==> config.mk <==
export PLATFORM = sky130hd
export DESIGN_NAME = pic_arb
export DESIGN_NICKNAME = d
export VERILOG_FILES = /design/src/rtl/pic_arb_pkg.sv /design/src/rtl/pic_prio_enc.sv /design/src/rtl/pic_arb.sv
export SDC_FILE = /design/constraint.sdc
export NUM_CORES = 1
export LEC_CHECK = 0
export ABC_AREA = 1
export CAP_MARGIN = 20
export CORE_MARGIN = 2
export CORE_UTILIZATION = 56
export DETAILED_ROUTE_END_ITERATION = 12
export GPL_TIMING_DRIVEN = 0
export PLACE_DENSITY = 0.88
export RECOVER_POWER = 100
export SLEW_MARGIN = 25
export SYNTH_ARGS = -nofsm -noshare
export SYNTH_HDL_FRONTEND = slang
export SYNTH_HIERARCHICAL = 1
export SYNTH_SLANG_ARGS = --single-unit
==> constraint.sdc <==
create_clock -name pclk -period 4.49 [get_ports pclk]
set_clock_uncertainty 0.1 [all_clocks]
set_input_delay 1.1225 -clock pclk [delete_from_list [all_inputs] [get_ports pclk]]
set_output_delay 1.1225 -clock pclk [all_outputs]
set_load 0.005 [all_outputs]
==> src/rtl/pic_arb_pkg.sv <==
// Shared types and helpers for the interrupt claim/complete arbiter.
// Optional rotating priority: define PIC_ARB_ROUND_ROBIN_EN.
package pic_arb_pkg;

  typedef enum logic [1:0] {
    IDLE  = 2'd0,
    REQ   = 2'd1,
    CLR   = 2'd2,
    SERVE = 2'd3
  } arb_state_e;

  localparam arb_state_e RST_STATE = IDLE;
  localparam logic       RST_REQ   = 1'b0;
  localparam logic       RST_CLR   = 1'b0;
  localparam logic       RST_BUSY  = 1'b0;

  // Minimum vector width able to index n sources.
  function automatic int vec_w_of(input int n);
    return (n <= 2) ? 1 : $clog2(n);
  endfunction

endpackage

==> src/rtl/pic_prio_enc.sv <==
// Priority encoder: first set bit of pend, searching upward
// from start and wrapping at N. start=0 gives fixed priority.
module pic_prio_enc #(
  parameter int N = 16,
  parameter int W = 4
) (
  input  logic [N-1:0] pend,
  input  logic [W-1:0] start,
  output logic         valid,
  output logic [W-1:0] idx
);

  logic [N-1:0] rot;
  int           j;

  // Scan N positions starting at start; keep the first hit.
  always_comb begin
    valid = 1'b0;
    idx   = '0;
    rot   = '0;
    j     = 0;
    for (int i = 0; i < N; i++) begin
      j   = (int'(start) + i) % N;
      rot = pend >> j;
      if (!valid && rot[0]) begin
        valid = 1'b1;
        idx   = W'(j);
      end
    end
  end

endmodule

==> src/rtl/pic_arb.sv <==
// Interrupt claim/complete arbiter between PIC status bank and CPU.
// Optional rotating priority: define PIC_ARB_ROUND_ROBIN_EN.
module pic_arb
  import pic_arb_pkg::*;
#(
  parameter int PIC_INT_NUM = 16,
  parameter int VEC_W       = 4
) (
  input  logic                   pclk,
  input  logic                   presetn,
  input  logic [PIC_INT_NUM-1:0] int_sta,
  input  logic [PIC_INT_NUM-1:0] int_msk,
  input  logic                   arb_en,
  output logic                   irq_req,
  output logic [VEC_W-1:0]       irq_vec,
  input  logic                   irq_ack,
  input  logic                   irq_done,
  output logic                   int_clr_en,
  output logic [PIC_INT_NUM-1:0] clr_ints,
  output logic                   busy
);

  localparam logic [PIC_INT_NUM-1:0] ONE = PIC_INT_NUM'(1);

  if (VEC_W < vec_w_of(PIC_INT_NUM)) begin : g_vec_w_chk
    $error("pic_arb: VEC_W too narrow for PIC_INT_NUM");
  end

  arb_state_e             state_q;
  arb_state_e             state_d;
  logic [VEC_W-1:0]       vec_q;
  logic [VEC_W-1:0]       vec_d;
  logic [PIC_INT_NUM-1:0] pend;
  logic [PIC_INT_NUM-1:0] vec_oh;
  logic                   cur_pend;
  logic                   win_vld;
  logic [VEC_W-1:0]       win_idx;
  logic [VEC_W-1:0]       start;

  assign pend     = int_sta & ~int_msk;
  assign vec_oh   = ONE << vec_q;
  assign cur_pend = |(pend & vec_oh);
  assign irq_vec  = vec_q;

`ifdef PIC_ARB_ROUND_ROBIN_EN
  localparam logic [VEC_W-1:0] LAST = VEC_W'(PIC_INT_NUM - 1);

  logic [VEC_W-1:0] last_q;

  // Last-grant pointer, captured as the claim is accepted.
  always_ff @(posedge pclk) begin
    if (!presetn) begin
      last_q <= LAST;
    end else if (state_q == REQ && irq_ack) begin
      last_q <= vec_q;
    end
  end

  assign start = (last_q == LAST) ? '0 : last_q + 1'b1;
`else
  assign start = '0;
`endif

  pic_prio_enc #(
    .N (PIC_INT_NUM),
    .W (VEC_W)
  ) u_enc (
    .pend  (pend),
    .start (start),
    .valid (win_vld),
    .idx   (win_idx)
  );

  // State and frozen vector registers.
  always_ff @(posedge pclk) begin
    if (!presetn) begin
      state_q <= RST_STATE;
      vec_q   <= '0;
    end else begin
      state_q <= state_d;
      vec_q   <= vec_d;
    end
  end

  // Next-state logic and Moore outputs decoded from state.
  always_comb begin
    state_d    = state_q;
    vec_d      = vec_q;
    irq_req    = RST_REQ;
    int_clr_en = RST_CLR;
    clr_ints   = '0;
    busy       = 1'b1;
    unique case (state_q)
      IDLE: begin
        busy = RST_BUSY;
        if (arb_en && win_vld) begin
          vec_d   = win_idx;
          state_d = REQ;
        end
      end
      REQ: begin
        irq_req = 1'b1;
        if (irq_ack) begin
          state_d = CLR;
        end else if (!cur_pend) begin
          state_d = IDLE;
        end
      end
      CLR: begin
        int_clr_en = 1'b1;
        clr_ints   = vec_oh;
        state_d    = SERVE;
      end
      SERVE: begin
        if (irq_done) begin
          state_d = IDLE;
        end
      end
      default: state_d = IDLE;
    endcase
  end

endmodule

* After elaboration in Yosys (flattened, before gate mapping)
Cells that the tools add are included.
** Operators by class
- Equality and inequality tests :: 6
- Multiplexer cells :: 40
- Shifts and indexed selects :: 1
- Bitwise logic cells :: 3
- Reduce and logical (&&, ||, !) cells :: 35
** Operators with widths (number)
- AND 16 bit :: 2
- two-way mux 4 bit :: 8
- two-way mux 1 bit :: 20
- logical AND 1 bit :: 16
- two-way mux 16 bit :: 1
- NOT 16 bit :: 1
- OR reduction 16 bit :: 1
- left shift 1 x 4 -> 16 bit (first input constant) :: 1
- zero test 1 bit :: 15
- two-way mux 2 bit :: 6
- two-way mux 3 bit :: 4
- case mux 2 bit (4 select lines) :: 1
- equality test 2 bit (second input constant) :: 2
- != test 2 bit (second input constant) :: 2
- != test 3 bit (second input constant) :: 1
- AND reduction 3 bit :: 1
- equality test 2 x 1 -> 1 bit (second input constant) :: 1
- zero test 2 bit :: 1
- AND reduction 2 bit :: 1
** Storage, ports and cells
- Word-level logic and storage cells :: 87
- Output and inout bits :: 23
- Input port bits :: 37
- Register bits after elaboration :: 6

* Depth between registers and ports, before layout
Gate-level depths: netlist (run 1).
- Depth in word-level cells :: 51
- Gate-level depth with buffers :: 25
- Gate-level depth less buffers :: 24

* Cells and area by module
The synthesis (run 1) kept the hierarchy.
** By module, submodules not included
- pic_prio_enc :: seq. area each 0.0 sq um, cells each 355, times used 1, area each 1742.9 sq um
- pic_arb :: seq. area each 120.1 sq um, cells each 160, times used 1, area each 834.6 sq um

* Worst setup path before layout (run 1)
Ideal clock, no wire load.
- Path kind :: input to register
- Start point :: in int_sta[0]
- End point :: reg vec_q[0], in the netlist irq_vec[0]
- Path slack :: 1171 ps
- Stages on the path :: 22
- Arrival :: 3149 ps
- Buffers on the path :: 0
- Library setup time :: 70 ps
- Required time :: 4320 ps
- Path through :: inv_1 -> or2_2 -> inv_1 -> nand2_1 -> nand3_1 -> nand3_1 -> nand2_1 -> nand2_1 -> nand2_2 -> nor2_4 -> nand4_1 -> nor3_2 -> nand4_1 -> nor2_2 -> nand3_1 -> nor2_2 -> nand3b_1 -> nand2_1 -> nor2_1 -> inv_1 -> o21ai_0 -> a21oi_1
** On the way
- Cells in the longest elaborated chain, start to end :: 49
- Elaborated cells between the ends (all ways) :: 64
- Those cells by class :: mux: 31; bitwise: 1; reduce/logical: 32
** Ends and longest elaborated chain
- from (decl) :: line pic_arb.sv:11 : input logic [PIC_INT_NUM-1:0] int_sta,
- AND 16 bit (*) :: line pic_arb.sv:40 : assign pend = int_sta & ~int_msk;
- named net pend[0] :: line pic_arb.sv:33 : logic [PIC_INT_NUM-1:0] pend;
- two-way mux 1 bit (*) :: line pic_prio_enc.sv:25 : if (!valid && rot[0]) begin
- zero test 1 bit :: line pic_prio_enc.sv:25
- logical AND 1 bit :: line pic_prio_enc.sv:25
- two-way mux 1 bit (*) :: line pic_prio_enc.sv:25
- zero test 1 bit :: line pic_prio_enc.sv:25
- logical AND 1 bit :: line pic_prio_enc.sv:25
- (+35 left out)
- logical AND 1 bit :: line pic_prio_enc.sv:25
- two-way mux 1 bit (*) :: line pic_prio_enc.sv:25
- zero test 1 bit :: line pic_prio_enc.sv:25
- logical AND 1 bit :: line pic_prio_enc.sv:25
- two-way mux 1 bit (*) :: line pic_prio_enc.sv:25
- named net win_vld :: line pic_arb.sv:36 : logic win_vld;
- logical AND 1 bit (*) :: line pic_arb.sv:96 : if (arb_en && win_vld) begin
- AND reduction 2 bit (no source line) (*)
- to (signal assigned) :: line pic_arb.sv:81 : vec_q <= vec_d;
- to (decl) :: line pic_arb.sv:31 : logic [VEC_W-1:0] vec_q;
Mark *: on every way through the listed nets, which the timed path passes. The rest lies on a longest branch.
A chain may end at the register's enable or synchronous reset.

* Worst setup path after layout (run 1)
- Start point :: in int_msk[6]
- End point :: reg vec_q[1], in the netlist irq_vec[1]
** On the way
- Cells in the longest elaborated chain, start to end :: 33
- Elaborated cells between the ends (all ways) :: 43
- Those cells by class :: mux: 20; bitwise: 2; reduce/logical: 21
** Ends and longest elaborated chain
- from (decl) :: line pic_arb.sv:12 : input logic [PIC_INT_NUM-1:0] int_msk,
- NOT 16 bit (*) :: line pic_arb.sv:40
- AND 16 bit (*) :: line pic_arb.sv:40
- named net pend[6] :: line pic_arb.sv:33
- logical AND 1 bit (*) :: line pic_prio_enc.sv:25
- two-way mux 1 bit (*) :: line pic_prio_enc.sv:25
- zero test 1 bit :: line pic_prio_enc.sv:25
- logical AND 1 bit :: line pic_prio_enc.sv:25
- two-way mux 1 bit (*) :: line pic_prio_enc.sv:25
- (+19 left out)
- logical AND 1 bit :: line pic_prio_enc.sv:25
- two-way mux 1 bit (*) :: line pic_prio_enc.sv:25
- zero test 1 bit :: line pic_prio_enc.sv:25
- logical AND 1 bit :: line pic_prio_enc.sv:25
- two-way mux 1 bit (*) :: line pic_prio_enc.sv:25
- named net win_vld :: line pic_arb.sv:36
- logical AND 1 bit (*) :: line pic_arb.sv:96
- AND reduction 2 bit (no source line) (*)
Marked as above.

==> qor.yml, run 1 <==
final_common_cell: "nand2_1"
cts_tree: "built"
fin_cells: 645
n_antenna_cell: 0
cts_made_buffers: 3
power.density_nw_per_um2: 183.3
synthAdderAreaFrac_pct: 3.398
required_ns: 4.53
start_kind: "input pin"
syn2layout_area_growth_pct: 29.32
pwr-share-comb_pct: 76.3
synth_top_area_share_pct: 20.00
start_util_pct: 58.79
netSwitchingPower_mw: 0.3288
wl_mm: 9.155
io_pins: 60
synthXorXnorAreaFrac_pct: 3.398
crit_chain: "clkdlybuf4s50_1 > inv_1 > nand2_1 > inv_1 > nand2_1 > nand3_1 > nand2_1 > o21ai_0 > a21oi_1 > inv_1 > nor3_2 > nand4_1 > nor2_2 > nand3_1 > nor2_2 > nand3b_1 > nand2_1 > nor2_1 > inv_1 > o21ai_0 > a21oi_1"
regArea_um2: 120.1
grtUsageTotal_pct: 35.94
dp_hpwl_mm: 7.390
wl_per_cell_um: 14.19
endpoint_kind: "register"
io_buffers: 59
sw_frac_of_total_pct: 53.83
fillers: 393
period_needed_ns: 4.220
cts_root_buf: "clkbuf_8"
yosys.area_share.simple_pct: 66.02
dieArea_um2: 5161
fin_tns_setup_ns: 0
synth_seq_cells: 6
yosysWarningCount: 6
grt_max_degree: 14
ys_seq_area_share_pct: 4.660
clkPwrFrac_pct: 12.9
cts_hold_buf: 0
layout_common_cells: "nand2_1 (131), nand3_1 (103), nor2_1 (78)"
leakagePower_nw: 1.797
postSynthCellCount: 515
synth_area_leaders: "nand3_1 (20%), nand2_1 (19%), nor2_1 (11%)"
grt_overflow: 0
slowest_delay_ns: 0.45
critical_path.top_delay_family: "simple AND/OR/NAND/NOR gates"
routed-via-count: 3698
synth-compound-area-share_pct: 6.456
status: "finished, final reports clean"
final-hold-violation-count: 0
place_inst: 642
grt_pass1_vias: 3342
htree_levels: 1
finalSetupViolations: 0
first_pass_iters: 5
cts.path.max_buffers: 2
synth_largest_area_cell: "nand3_1"
initialDrtViolationCount: 470
dieWidth_um: 71.84
place_ws_ns: 0.1838
final_area_um2: 3333
finalMaxSlewViolations: 0
hold_path_class: "reg -> reg"
setup_slack_ns: 0.2704
yosysUniqueCellTypes: 31
pwr-share-seq_pct: 10.8
cts_resized: 0
via_per_inst: 5.733
rsz0062_at_grt: "false"
post_cts_buffers: 0
synth_mux_area_share_pct: 0
core_area_um2: 4384
clock-sinks: 6
placed_area_um2: 3293
antenna_found_initial: 0
drc: 0
crit_type: "in -> reg"
final_layout_size_suffix_gt1_share_pct: 9.106
clock_latency_ns: 0.22
slew-limit-headroom_pct: 59.45
peakVddDrop_mv: 0.2183
die_y_um: 71.84
rows: 24
gp_congestion: 1.048
arrival_ns: 4.26
grt_pass1_wl_mm: 15.07
nets: 639
post-route-period-util_pct: 93.98
multiInputGateArea_um2: 2107
ant_nets: 0
maxCapViolations: 0
synth_top_family_by_area: "simple AND/OR/NAND/NOR gates"
clk_pin_slew_worst_paths_ns: 0.03
fmax_mhz: 237.0
intPower_mw: 0.2821
syn_area_um2: 2577
hold_slack_ns: 0.5311
cp.buffers_inverters: 5
crit_slowest_cell: "clkdlybuf4s50_1"
post_synth.cell_area_avg_um2: 5.005
crit_fanout: 8
worst_slew_pin_slew_ns: 0.6019
==> area by class of cell <==
cell class,instances,area share (%)
multi-input cells,432,63.21
repair buffers,59,17.72
inverters,79,9.122
flip-flops and latches,6,3.604
plain buffers,14,3.153
well taps,52,1.952
clock buffers,3,1.239
==> per-layer routing <==
layer,wire (um),global-route usage (%),share of wire (%)
met5,0,0,0
met4,242,9.853,2.6
met3,1116,5.063,12
met2,4226,61.52,46
met1,3569,47.00,39
==> metrics by stage <==
stage          total power, mW  util, %
4_1_cts                 0.5703    76.06
2_1_floorplan           0.3798        -
5_1_grt                 0.6583    76.03
3_5_place_dp            0.4871    75.11
6_report                0.6109    76.03
3_3_place_gp            0.4795    75.11
==> final timing paths <==
path / endpoint / from / slack [ns] / cells after the start
worst max-delay path: irq_vec[1]$_SDFFE_PN0P_ / int_msk[6] / 0.27 / 21
worst min-delay path: register / state_q[0]$_SDFFE_PN0P_ / 0.53 / 3
worst max register to register: state_q[0]$_SDFFE_PN0P_ / irq_vec[3]$_SDFFE_PN0P_ / 2.90 / 9
worst min register to register: register / state_q[0]$_SDFFE_PN0P_ / 0.53 / 3
==> synthesized netlist by cell type <==
| library cell | number |
|---|---|
| nand2_1 | 131 |
| nand3_1 | 103 |
| ha_1 | 7 |
| o21ai_1 | 2 |
| or2_2 | 10 |
| dfxtp_1 | 6 |
| buf_4 | 2 |
| nand4_2 | 3 |
| nand2_4 | 1 |
| nor3_2 | 1 |
| nand3b_1 | 4 |
| o221ai_1 | 1 |
| nor2_4 | 5 |
| nor2_1 | 78 |
| buf_2 | 7 |
| inv_4 | 3 |
| nor2_2 | 5 |
| o21bai_1 | 1 |
| o21a_1 | 1 |
| inv_2 | 6 |
| nor3_1 | 5 |
| o21ai_0 | 10 |
| a21oi_2 | 2 |
| nand4_1 | 20 |
| nand2_2 | 2 |
| a21oi_1 | 13 |
| inv_1 | 70 |
| xor2_1 | 8 |
| xnor2_1 | 2 |
| conb_1 | 1 |
| buf_6 | 5 |
==> power groups by stage <==
| stage | clock [mW] | combinational [mW] | sequential [mW] |
|---|---|---|---|
| 6_report | 0.0786 | 0.466 | 0.0660 |
| 5_1_grt | 0.0817 | 0.510 | 0.0665 |
| 4_1_cts | 0.0804 | 0.424 | 0.0660 |
| 3_5_place_dp | 0 | 0.421 | 0.0665 |
| 3_3_place_gp | 0 | 0.414 | 0.0659 |
| 2_1_floorplan | 0 | 0.313 | 0.0664 |
==> worst register-to-register path: stages (launching register included) <==
cell and delay (ns):
dfxtp_1 0.39, inv_1 0.17, nand3_1 0.16, nor2_1 0.05, nor2_1 0.10, nand2_1 0.06
nor2_1 0.17, nand2_1 0.11, nand2_1 0.10, a21oi_2 0.05
==> cells by family (layout without fill, tap and decap cells) <==
| group | count (synthesis) | in the layout |
|---|---|---|
| AO/OA/AOI/OAI | 30 | 30 |
| XOR/XNOR | 10 | 10 |
| adder cells (fa/ha/maj) | 7 | 7 |
| buffers and inverters | 93 | 155 |
| flip-flops | 6 | 6 |
| other | 1 | 17 |
| AND/OR/NAND/NOR | 368 | 368 |
(Power assumes the default switching activity.)
==> run 2: changes to the inputs <==
- PLACE_DENSITY: 0.88 -> 0.84
==> run 2 against run 1 <==
Via count up 1.2%. Count of clock-buffer cells in the layout unchanged. Critical path depth up 1. Sequential power up 0.9%. Clock power up 2.8%. Sequential cell count unchanged. Die area unchanged. Sequential share of layout area about the same. Combinational power about the same. Design area up 0.38%. Power up 0.92%. Global-route usage up 1.0 points.
==> qor.yml, run 2 (synthesis results as in run 1) <==
status: "finished, final reports clean"  # unchanged
required_ns: 4.53  # about the same
final_layout_size_suffix_gt1_share_pct: 9.428  # was 9.106%
fmax_mhz: 235.4  # was 237.0 MHz
dp_hpwl_mm: 7.393  # was 7.390 mm
nets: 640  # was 639
dieWidth_um: 71.84  # unchanged
period_needed_ns: 4.247  # was 4.220 ns
cts.path.max_buffers: 2  # unchanged
place_inst: 642  # unchanged
clk_pin_slew_worst_paths_ns: 0.04  # was 0.03 ns
dieArea_um2: 5161  # unchanged
rows: 24  # unchanged
syn2layout_area_growth_pct: 29.81  # was 29.32%
endpoint_kind: "register"  # unchanged
grtUsageTotal_pct: 36.97  # was 35.94%
crit_end: "irq_vec[1]$_SDFFE_PN0P_"  # unchanged
layout_common_cells: "nand2_1 (131), nand3_1 (103), nor2_1 (78)"  # unchanged
io_buffers: 59  # unchanged
post-route-period-util_pct: 94.60  # was 93.98%
slowest_delay_ns: 0.44  # was 0.45 ns
grt_max_degree: 14  # unchanged
worst_slew_pin_slew_ns: 0.6239  # was 0.6019 ns
cts_tree: "built"  # unchanged
hold_path_class: "reg -> reg"  # unchanged
n_antenna_cell: 0  # unchanged
first_pass_iters: 6  # was 5
crit_type: "in -> reg"  # unchanged
hold_slack_ns: 0.5489  # was 0.5311 ns
cts_made_buffers: 3  # unchanged
core_area_um2: 4384  # unchanged
drc: 0  # unchanged
fin_cells: 646  # was 645
htree_levels: 1  # unchanged
timing.rr.start: "irq_vec[3]$_SDFFE_PN0P_"  # unchanged
slew-limit-headroom_pct: 57.96  # was 59.45%
setup_slack_ns: 0.2426  # was 0.2704 ns
cts_hold_buf: 0  # unchanged
via_per_inst: 5.796  # was 5.733
die_y_um: 71.84  # unchanged
path_common_cell: "nand2_1"
placed_area_um2: 3293  # unchanged
gp_congestion: 1.028  # was 1.048
fin_tns_setup_ns: 0  # unchanged
grt_overflow: 0  # unchanged
r2r_slack_ns: 2.93  # was 2.90 ns
crit_fanout: 8  # unchanged
final_area_um2: 3346  # was 3333 um^2
grt_pass1_vias: 3391  # was 3342
rsz0062_at_grt: "false"  # unchanged
initialDrtViolationCount: 469  # was 470
power.density_nw_per_um2: 184.3  # was 183.3 nW/um^2
antenna_found_initial: 0  # unchanged
peakVddDrop_mv: 0.2136  # was 0.2183 mV
routed-via-count: 3744  # was 3698
crit_slowest_cell: "clkdlybuf4s50_1"  # unchanged
r2r_cells: 9  # unchanged
cts_root_buf: "clkbuf_8"  # unchanged
leakagePower_nw: 1.801  # was 1.797 nW
p_total_mw: 0.6165  # was 0.6109 mW
io_pins: 60  # unchanged
start_util_pct: 58.79  # unchanged
finalSetupViolations: 0  # unchanged
clock-sinks: 6  # unchanged
crit_chain: "clkdlybuf4s50_1 > or2_2 > inv_1 > nand2_1 > nand3_1 > nand3_1 > nand2_1 > nand2_1 > nand2_2 > nor2_4 > nand4_1 > nor3_2 > nand4_1 > nor2_2 > nand3_1 > nor2_4 > nand3b_1 > nand2_1 > nor2_1 > inv_2 > o21ai_0 > a21oi_1"  # was clkdlybuf4s50_1 > inv_1 > nand2_1 > inv_1 > nand2_1 > nand3_1 > nand2_1 > o21ai_0 > a21oi_1 > inv_1 > nor3_2 > nand4_1 > nor2_2 > nand3_1 > nor2_2 > nand3b_1 > nand2_1 > nor2_1 > inv_1 > o21ai_0 > a21oi_1
start_kind: "input pin"  # unchanged
ant_nets: 0  # unchanged
final_common_cell: "nand2_1"  # unchanged
reg2reg_to: "state_q[0]$_SDFFE_PN0P_"  # unchanged
worstHoldPathCells: 3  # unchanged
wl_per_cell_um: 14.58  # was 14.19 um
place_ws_ns: 0.1707  # was 0.1838 ns
final-hold-violation-count: 0  # unchanged
wl_mm: 9.416  # was 9.155 mm
arrival_ns: 4.29  # was 4.26 ns
finalMaxSlewViolations: 0  # unchanged
maxCapViolations: 0  # unchanged
clock_latency_ns: 0.22  # about the same
final_util_pct: 76.31  # was 76.03%
crit_path_start: "int_msk[0]"  # was int_msk[6]
grt_pass1_wl_mm: 15.21  # was 15.07 mm
-- run 2: changes by cell type in the layout (fill, tap and decap cells not counted) --
| cell | previous run | this run |
|---|---|---|
| inv_1 | 70 | 69 |
| nor2_4 | 5 | 6 |
| inv_2 | 6 | 7 |
| nor2_2 | 5 | 4 |
| buf_4 | 2 | 3 |
-- run 2: what timing repair did --
action,in CTS,in global routing
buffers inserted,0,1
setup endpoints to repair,0,3
resized for setup,0,2
-- run 2: power breakdown --
group,switching (mW),leakage (nW),internal (mW)
clock,0.0232,0.0216,0.0576
combinational,0.304,1.73,0.165
sequential,0.00642,0.0496,0.0602
-- run 2: worst min-delay path by stage --
stage / from / endpoint
floorplan: register / state_q[0]$_SDFFE_PN0P_
global route: register / state_q[0]$_SDFFE_PN0P_
global placement: register / state_q[0]$_SDFFE_PN0P_
detailed placement: register / state_q[0]$_SDFFE_PN0P_
CTS: register / state_q[0]$_SDFFE_PN0P_
finish: register / state_q[0]$_SDFFE_PN0P_
-- run 2: critical path, delay by kind of cell --
family / cells / cell delay (ns)
and+or+nand+nor: 17 / 2.22
buffers and inverters: 3 / 0.61
AOI/OAI and AO/OA: 2 / 0.35
-- run 2: layer usage --
| layer | global-route usage, % | share of wire, % | up-vias |
|---|---|---|---|
| li1 | - | - | 1798 |
| met1 | 48.98 | 40 | 1656 |
| met2 | 61.63 | 45 | 255 |
| met3 | 5.767 | 12 | 35 |
| met4 | 11.11 | 2.4 | 0 |
| met5 | 0 | 0 | - |
-- run 2: final cells by class --
cell class                 instances  area [um^2]
clock buffer                       3        41.29
buffer                            14        105.1
sequential                         6        120.1
inverter                          79        304.0
timing repair buffer              60        598.1
fill                             380         1039
tap                               52        65.06
multi-input combinational        432         2112
